[src/rtl/memwb_stage.sv]
// MEM/WB pipeline register with valid tracking, stall/flush, write-back mux and a sticky halt
// once a valid fin instruction retires. Optional retire counter: define MEMWB_RETIRE_CNT_EN.
module memwb_stage #(
  parameter int DW    = 32,
  parameter int CNT_W = 16
) (
  input  logic             clk,
  input  logic             rst,
  input  logic             stall,
  input  logic             flush,
  input  logic             valid_in,
  input  logic [1:0]       memtoreg_in,
  input  logic             regwr_in,
  input  logic             fin_in,
  input  logic [4:0]       rd_in,
  input  logic [DW-1:0]    aluout_in,
  input  logic [DW-1:0]    memdata_in,
  input  logic [DW-1:0]    pc4_in,
  output logic             valid_out,
  output logic [1:0]       memtoreg_out,
  output logic             regwr_out,
  output logic             fin_out,
  output logic [4:0]       rd_out,
  output logic [DW-1:0]    wbdata_out,
  output logic             rf_we,
  output logic             halted
`ifdef MEMWB_RETIRE_CNT_EN
  ,
  output logic [CNT_W-1:0] retire_cnt
`endif
);

  if (DW < 1) begin : g_bad_dw
    $error("memwb_stage: DW must be at least 1");
  end
  if (CNT_W < 1) begin : g_bad_cnt_w
    $error("memwb_stage: CNT_W must be at least 1");
  end

  typedef enum logic [0:0] {
    RUN  = 1'b0,
    HALT = 1'b1
  } state_e;

  state_e          state_q, state_d;
  logic            run_s;
  logic            halted_s;

  logic            valid_q, valid_d;
  logic [1:0]      memtoreg_q, memtoreg_d;
  logic            regwr_q, regwr_d;
  logic            fin_q, fin_d;
  logic [4:0]      rd_q, rd_d;
  logic [DW-1:0]   aluout_q, aluout_d;
  logic [DW-1:0]   memdata_q, memdata_d;
  logic [DW-1:0]   pc4_q, pc4_d;
  logic [DW-1:0]   wbdata_s;

  // FSM state register
  always_ff @(posedge clk or posedge rst) begin
    if (rst) begin
      state_q <= RUN;
    end else begin
      state_q <= state_d;
    end
  end

  // FSM next state: the fin already in the stage retires on this edge, then the pipe stops
  always_comb begin
    state_d = state_q;
    case (state_q)
      RUN: begin
        if (valid_q && fin_q) begin
          state_d = HALT;
        end else begin
          state_d = RUN;
        end
      end
      HALT:    state_d = HALT;
      default: state_d = RUN;
    endcase
  end

  // FSM outputs
  always_comb begin
    run_s    = 1'b0;
    halted_s = 1'b0;
    case (state_q)
      RUN:     run_s    = 1'b1;
      HALT:    halted_s = 1'b1;
      default: run_s    = 1'b0;
    endcase
  end

  // Stage next-state: flush beats stall beats load; everything holds once halted
  always_comb begin
    valid_d    = valid_q;
    memtoreg_d = memtoreg_q;
    regwr_d    = regwr_q;
    fin_d      = fin_q;
    rd_d       = rd_q;
    aluout_d   = aluout_q;
    memdata_d  = memdata_q;
    pc4_d      = pc4_q;
    if (run_s) begin
      if (flush) begin
        valid_d    = 1'b0;
        memtoreg_d = 2'b00;
        regwr_d    = 1'b0;
        fin_d      = 1'b0;
        rd_d       = 5'd0;
      end else if (stall) begin
        valid_d    = valid_q;
      end else begin
        valid_d    = valid_in;
        memtoreg_d = memtoreg_in;
        regwr_d    = regwr_in & valid_in;
        fin_d      = fin_in & valid_in;
        rd_d       = rd_in;
        aluout_d   = aluout_in;
        memdata_d  = memdata_in;
        pc4_d      = pc4_in;
      end
    end else begin
      valid_d = valid_q;
    end
  end

  // Stage registers
  always_ff @(posedge clk or posedge rst) begin
    if (rst) begin
      valid_q    <= 1'b0;
      memtoreg_q <= 2'b00;
      regwr_q    <= 1'b0;
      fin_q      <= 1'b0;
      rd_q       <= 5'd0;
      aluout_q   <= {DW{1'b0}};
      memdata_q  <= {DW{1'b0}};
      pc4_q      <= {DW{1'b0}};
    end else begin
      valid_q    <= valid_d;
      memtoreg_q <= memtoreg_d;
      regwr_q    <= regwr_d;
      fin_q      <= fin_d;
      rd_q       <= rd_d;
      aluout_q   <= aluout_d;
      memdata_q  <= memdata_d;
      pc4_q      <= pc4_d;
    end
  end

  // Write-back source select
  always_comb begin
    wbdata_s = {DW{1'b0}};
    case (memtoreg_q)
      2'b00:   wbdata_s = aluout_q;
      2'b01:   wbdata_s = memdata_q;
      2'b10:   wbdata_s = pc4_q;
      default: wbdata_s = {DW{1'b0}};
    endcase
  end

`ifdef MEMWB_RETIRE_CNT_EN
  logic [CNT_W-1:0] cnt_q, cnt_d;

  // Retire counter next-state, saturating at all-ones
  always_comb begin
    cnt_d = cnt_q;
    if (run_s && valid_q && !stall && (cnt_q != {CNT_W{1'b1}})) begin
      cnt_d = cnt_q + {{(CNT_W-1){1'b0}}, 1'b1};
    end else begin
      cnt_d = cnt_q;
    end
  end

  // Retire counter register
  always_ff @(posedge clk or posedge rst) begin
    if (rst) begin
      cnt_q <= {CNT_W{1'b0}};
    end else begin
      cnt_q <= cnt_d;
    end
  end

  assign retire_cnt = cnt_q;
`endif

  assign valid_out    = valid_q;
  assign memtoreg_out = memtoreg_q;
  assign regwr_out    = regwr_q;
  assign fin_out      = fin_q;
  assign rd_out       = rd_q;
  assign wbdata_out   = wbdata_s;
  assign halted       = halted_s;
  // Register $0 is hard-wired zero, so it is never written
  assign rf_we        = valid_q & regwr_q & (rd_q != 5'd0) & ~halted_s;

endmodule
[config.mk]
export PLATFORM = sky130hd
export DESIGN_NAME = memwb_stage
export DESIGN_NICKNAME = d
export VERILOG_FILES = /design/src/rtl/memwb_stage.sv
export SDC_FILE = /design/constraint.sdc
export NUM_CORES = 1
export LEC_CHECK = 0
export ABC_AREA = 1
export CAP_MARGIN = 20
export CORE_ASPECT_RATIO = 1.1
export CORE_MARGIN = 3
export CORE_UTILIZATION = 42
export CTS_CLUSTER_DIAMETER = 200
export DETAILED_ROUTE_END_ITERATION = 8
export GPL_TIMING_DRIVEN = 1
export PLACE_DENSITY = 0.74
export SLEW_MARGIN = 10
export SYNTH_ARGS = -nofsm -noshare
export SYNTH_HDL_FRONTEND = slang
export SYNTH_SLANG_ARGS = --single-unit
[constraint.sdc]
create_clock -name clk -period 5.69 [get_ports clk]
set_input_delay 0.569 -clock clk [delete_from_list [all_inputs] [get_ports clk]]
set_output_delay 0.569 -clock clk [all_outputs]
set_load 0.03 [all_outputs]
==> metrics.txt, run 1 <==
category of cells accounting for the largest share of critical-path delay buffers and inverters; via count about 4400; antenna violations before repair 0; top-level I/O count 154; endpoints failing setup 0; Floorplan Core Area about 11000 um2; Final min period between 3 and 4 ns; ANT nets after route 0; count of standard-cell rows 40; post-layout net count between 800 and 900; hold buffer count at cts 0; worst reg-to-reg path cell count 5; critical path class reg -> out; proportion of layout cells with a drive suffix above 1 0.03723; largest net degree at the start of global routing 110; Reg clk slew, reported paths around 0.060 ns; area post-placement about 6400 um2; Clock Path Buffers 2; worst max-slew margin expressed relative to the limit 0.2835; count of cell types in the netlist 10; setup skew after layout 0.003745 ns; drt total wl approximately 13 mm; worst setup path start memtoreg_out[0]; startpoint type of the worst setup path register; highest clock rate about 310 MHz; # port buffers between 150 and 200; sum of net half-perimeters after detailed placement about 8.6 mm; setup tns final 0 ns; critical path, cell by cell inv_1 -> nor2_2 -> buf_4 -> nand2_1 -> nand3_1 -> clkdlybuf4s50_1; final cell utilization of the core 0.6070; sequential fraction of the synthesis area 0.5580; fill cell instance count of the final layout between 1000 and 1500; Remaining Overflow, GRT 0; count of cell instances traversed by the critical path 6; residual DRC count 0; library cell occupying the most area in the post-synthesis netlist sky130_fd_sc_hd__dfrtp_1; TritonCTS Sinks approximately 110; Required @ worst endpoint 5.12 ns; flop-to-flop setup slack between 3 and 4 ns; endpoint type of the worst setup path output pin; Initial DRC Count between 300 and 400; post-detailed-route via-to-cell ratio 4.920; longest individual stage delay on the worst path 0.68 ns; highest-count cells in the layout ignoring fill and taps sky130_fd_sc_hd__nand2_1, sky130_fd_sc_hd__clkdlybuf4s50_1, sky130_fd_sc_hd__nand3_1; starting density of the core 0.4338; Clk Latency, worst-skew pair roughly 0.33 ns; CTS Buf Count 9; maximum ir drop on the vdd rail slightly above 0.4 mV; flip-flop and latch count after synthesis 107; cell count after synthesis 618; routability congestion estimate a little under 0.8; Post-Syn Nets approximately 730; Leakage about 3.3 nW; antenna cell count 0; post-CTS sizing 0; Hold Crit Endpoint aluout_q[0]; Die Wd ~110 um; Global Route Usage Sum 0.2029; final design instance area without fill approximately 6700 um2; Synth Area per Inst around 7.8 um2; vias in the first global route around 4500; htree depth 3; status complete, no violations; wire length of the first global-routing pass approximately 21 mm; CP max FO 17; Critical R2R Launch state_q; DIE AREA approximately 13000 um2; launch point of the worst hold path aluout_q[0]; max-slew violation count 0; post-route clock period utilization 0.5702; clock tree from TritonCTS built; most common cell after layout, fill and taps aside sky130_fd_sc_hd__nand2_1; WL per Instance about 14 um; cell with the largest stage delay on the worst path sky130_fd_sc_hd__clkdlybuf4s50_1; Worst-Margin Slew about 1.1 ns; Hold WC Path Type reg -> reg; Initial DRT Pass Iterations 4; Final Hold Violating Endpoints 0; signed area change from the synthesized netlist to the final layout 39.92%; number of cells traversed by the worst hold path 2; setup repair after global routing missed its margin false; cell area after technology mapping between 4000 and 5000 um2; worst reg2reg endpoint memdata_q[7]; power density over the cells between 500 and 600 nW/um2; leading cell types by total area after synthesis sky130_fd_sc_hd__dfrtp_1, sky130_fd_sc_hd__nand2_1, sky130_fd_sc_hd__nand3_1; Power Total 3.550 mW; warning count from the yosys run 0; post-synth top area share 0.5580; max_cap viols 0; data arrival time of the critical path 2.68 ns; setup fix buffers added after clock tree synthesis 0; CTS Root Cell sky130_fd_sc_hd__clkbuf_16; Vert. Die Dim ~120 um; buffer and inverter count on the worst path 3
## kinds of logic after synthesis
family / after synthesis / share of synthesized area
DFF: 107 / 0.5580
buffers and inverters: 50 / 0.04302
and+or+nand+nor: 461 / 0.3990
## stage by stage
step | setup WS [ns] | hold slack, ns | cells
2_1_floorplan | 2.304 | 0.4422 | 618
3_3_place_gp | 2.462 | 0.4531 | 882
3_5_place_dp | 2.361 | 0.4583 | 882
4_1_cts | 2.413 | 0.4743 | 898
5_1_grt | 2.259 | 0.4882 | 899
6_report | 2.445 | 0.4735 | 899
## Yosys cell counts
library cell,instances
sky130_fd_sc_hd__nand3_1,137
sky130_fd_sc_hd__dfrtp_1,107
sky130_fd_sc_hd__clkbuf_1,23
sky130_fd_sc_hd__nand2_1,315
sky130_fd_sc_hd__buf_1,4
sky130_fd_sc_hd__inv_1,8
sky130_fd_sc_hd__buf_2,15
sky130_fd_sc_hd__nand4_1,2
sky130_fd_sc_hd__nor2_4,1
sky130_fd_sc_hd__nor2_1,6
## worst max-delay path by stage
stage          slack (ns)             end
2_1_floorplan        2.30     aluout_q[0]
3_3_place_gp         2.46   memdata_q[14]
3_5_place_dp         2.36       pc4_q[30]
4_1_cts              2.41  wbdata_out[28]
5_1_grt              2.26   wbdata_out[2]
6_report             2.45  wbdata_out[28]
## report_power, final
group          internal [mW]  switching (mW)
Sequential              1.12           0.200
Clock                  0.345           0.259
Combinational          0.624            1.00
Total                   2.09            1.46
## flip-flops by register name, summed over array words and instances, names as in the netlist
register	count
aluout_q	32
memdata_q	32
pc4_q	32
rd_out	5
memtoreg_out	2
fin_out	1
regwr_out	1
state_q	1
valid_out	1
## metal layers
| layer | routed length [um] | global-route usage | vias to the layer above | share of wire |
|---|---|---|---|---|
| met5 | 0 | 0 | - | 0 |
| li1 | - | - | 2214 | - |
| met2 | 6332 | 0.3406 | 118 | 0.50 |
| met3 | 486 | 0.02688 | 18 | 0.038 |
| met4 | 254 | 0.07735 | 0 | 0.020 |
| met1 | 5643 | 0.2654 | 2073 | 0.44 |
## area by class of cell
class                      instances  area, um2  share of cell area
clock buffer                      15      287.8             0.04286
clock inverter                     1      5.005           0.0007454
inverter                           8      33.78            0.005032
multi-input combinational        461       1929              0.2874
sequential                       107       2678              0.3988
tap                              147      183.9             0.02739
timing repair buffer             160       1597              0.2378
## worst reg2reg max path: stages, from the launching register on
cell and delay, ns:
sky130_fd_sc_hd__dfrtp_1 0.41, sky130_fd_sc_hd__clkinv_2 0.06, sky130_fd_sc_hd__buf_4 0.82, sky130_fd_sc_hd__nand2_4 0.76, sky130_fd_sc_hd__nand2_1 0.29, sky130_fd_sc_hd__nand2_1 0.08
No activity file was read; power rests on OpenSTA's default activity.
==> inputs of run 2 (changes only) <==
- clock period: 5.69 -> 3.3 ns (I/O delays scaled with it)
==> metrics.txt, run 2 (synthesis results as in run 1) <==
critical path class reg -> out; data arrival time of the critical path approximately 2.1 ns; worst setup slack after placement between 1 and 1.5 ns; count of standard-cell rows 40; top-level I/O count 154; Leakage around 3.3 nW; drt total wl 12.77 mm; post-layout net count 860; Worst-Margin Slew 1.011 ns; Initial DRT Pass Iterations 7; CTS Root Cell sky130_fd_sc_hd__clkbuf_16; critical path, cell by cell inv_1 -> nor2_2 -> buf_4 -> nand2_1 -> nand3_1 -> clkdlybuf4s50_1; fill cell instance count of the final layout between 900 and 1000; post-route clock period utilization 0.7441; setup fix buffers added after clock tree synthesis 0; WL per Instance roughly 14 um; CTS Buf Count 9; antenna violations before repair 0; final design instance area without fill a little under 7000 um2; htree depth 3; Final min period around 2.5 ns; clock tree from TritonCTS built; routability congestion estimate 0.8058; Remaining Overflow, GRT 0; largest net degree at the start of global routing about 110; setup skew after layout between 0.003 and 0.004 ns; category of cells accounting for the largest share of critical-path delay buffers and inverters; Hold WC Path Type in -> async; maximum ir drop on the vdd rail ~0.55 mV; Die Wd 107.9 um; endpoints failing setup 0; Final Hold Violating Endpoints 0; Global Route Usage Sum 0.2048; setup tns final 0 ns; Clk Latency, worst-skew pair ~0.34 ns; hold buffer count at cts 0; Reg clk slew, reported paths roughly 0.070 ns; signed area change from the synthesized netlist to the final layout 40.65%; starting density of the core 0.4338; worst max-slew margin expressed relative to the limit 0.3263; post-detailed-route via-to-cell ratio a little over 5; Floorplan Core Area approximately 11000 um2; Initial DRC Count about 340; final cell utilization of the core 0.6102; TritonCTS Sinks about 110; Required @ worst endpoint 2.97 ns; power density over the cells roughly 920 nW/um2; area post-placement approximately 6400 um2; sum of net half-perimeters after detailed placement around 8.7 mm; most common cell after layout, fill and taps aside sky130_fd_sc_hd__nand2_1; post-CTS sizing 0; CP max FO 18; Power Total ~6.2 mW; vias in the first global route around 4500; # port buffers approximately 150; startpoint type of the worst setup path register; proportion of layout cells with a drive suffix above 1 0.04238; highest clock rate about 410 MHz; cell with the largest stage delay on the worst path sky130_fd_sc_hd__clkdlybuf4s50_1; wire length of the first global-routing pass 20.96 mm; max-slew violation count 0; least setup slack across all paths after layout between 0.8 and 0.9 ns; highest-count cells in the layout ignoring fill and taps sky130_fd_sc_hd__nand2_1, sky130_fd_sc_hd__clkdlybuf4s50_1, sky130_fd_sc_hd__nand3_1; via count 4560; largest registers aluout_q x32, memdata_q x32, pc4_q x32; status complete, no violations; endpoint type of the worst setup path output pin; Clock Path Buffers 2; buffer and inverter count on the worst path 3; ANT nets after route 0; longest individual stage delay on the worst path ~0.7 ns; antenna cell count 0; Vert. Die Dim 118.1 um; max_cap viols 0; setup repair after global routing missed its margin false; DIE AREA approximately 13000 um2; residual DRC count 0
==> run 2: cell count changes in the layout (fill, tap and decap cells not counted) <==
cell                        delta
sky130_fd_sc_hd__clkinv_2      +1
sky130_fd_sc_hd__clkinv_4      +1
sky130_fd_sc_hd__clkbuf_1      -1
sky130_fd_sc_hd__buf_4         +3
sky130_fd_sc_hd__bufinv_16     +1
sky130_fd_sc_hd__clkbuf_8      -2
==> run 2: power breakdown <==
group,internal (mW),switching (mW),total (mW)
combinational,1.10,1.73,2.83
clock,0.629,0.460,1.09
sequential,1.93,0.350,2.28
==> run 2: final timing paths <==
kind	from	to	slack, ns	depth (start not counted)
setup / recovery	memtoreg_out[0]	wbdata_out[29]	0.84	6
hold / removal	rst	aluout_q[6]	0.42	2
setup reg to reg	state_q	valid_out	1.65	5
hold reg to reg	aluout_q[13]	aluout_q[13]	0.47	2
max in group asynchronous	rst	memdata_q[10]	2.14	3
min in group clk	aluout_q[13]	aluout_q[13]	0.47	2
==> run 2: metal layers <==
metal | GRT usage | up-vias | wire, um
li1 | - | 2225 | -
met1 | 0.2654 | 2158 | 5384
met2 | 0.3386 | 156 | 6332
met3 | 0.03182 | 21 | 736
met4 | 0.08682 | 0 | 316
met5 | 0 | - | 0
==> run 2: through the flow <==
step | cells | hold slack (ns)
2_1_floorplan | 618 | 0.4422
3_3_place_gp | 886 | 0.4539
3_5_place_dp | 886 | 0.4582
4_1_cts | 902 | 0.4508
5_1_grt | 902 | 0.4790
6_report | 902 | 0.4218
==> run 2: cell type report <==
cell class | count | area, um2 | area share
Clock inverter | 4 | 48.80 | 0.007230
Timing Repair Buffer | 163 | 1619 | 0.2399
Tap cell | 147 | 183.9 | 0.02725
Inverter | 8 | 33.78 | 0.005006
Multi-Input combinational cell | 461 | 1929 | 0.2859
Sequential cell | 107 | 2678 | 0.3967
Clock buffer | 12 | 256.5 | 0.03801
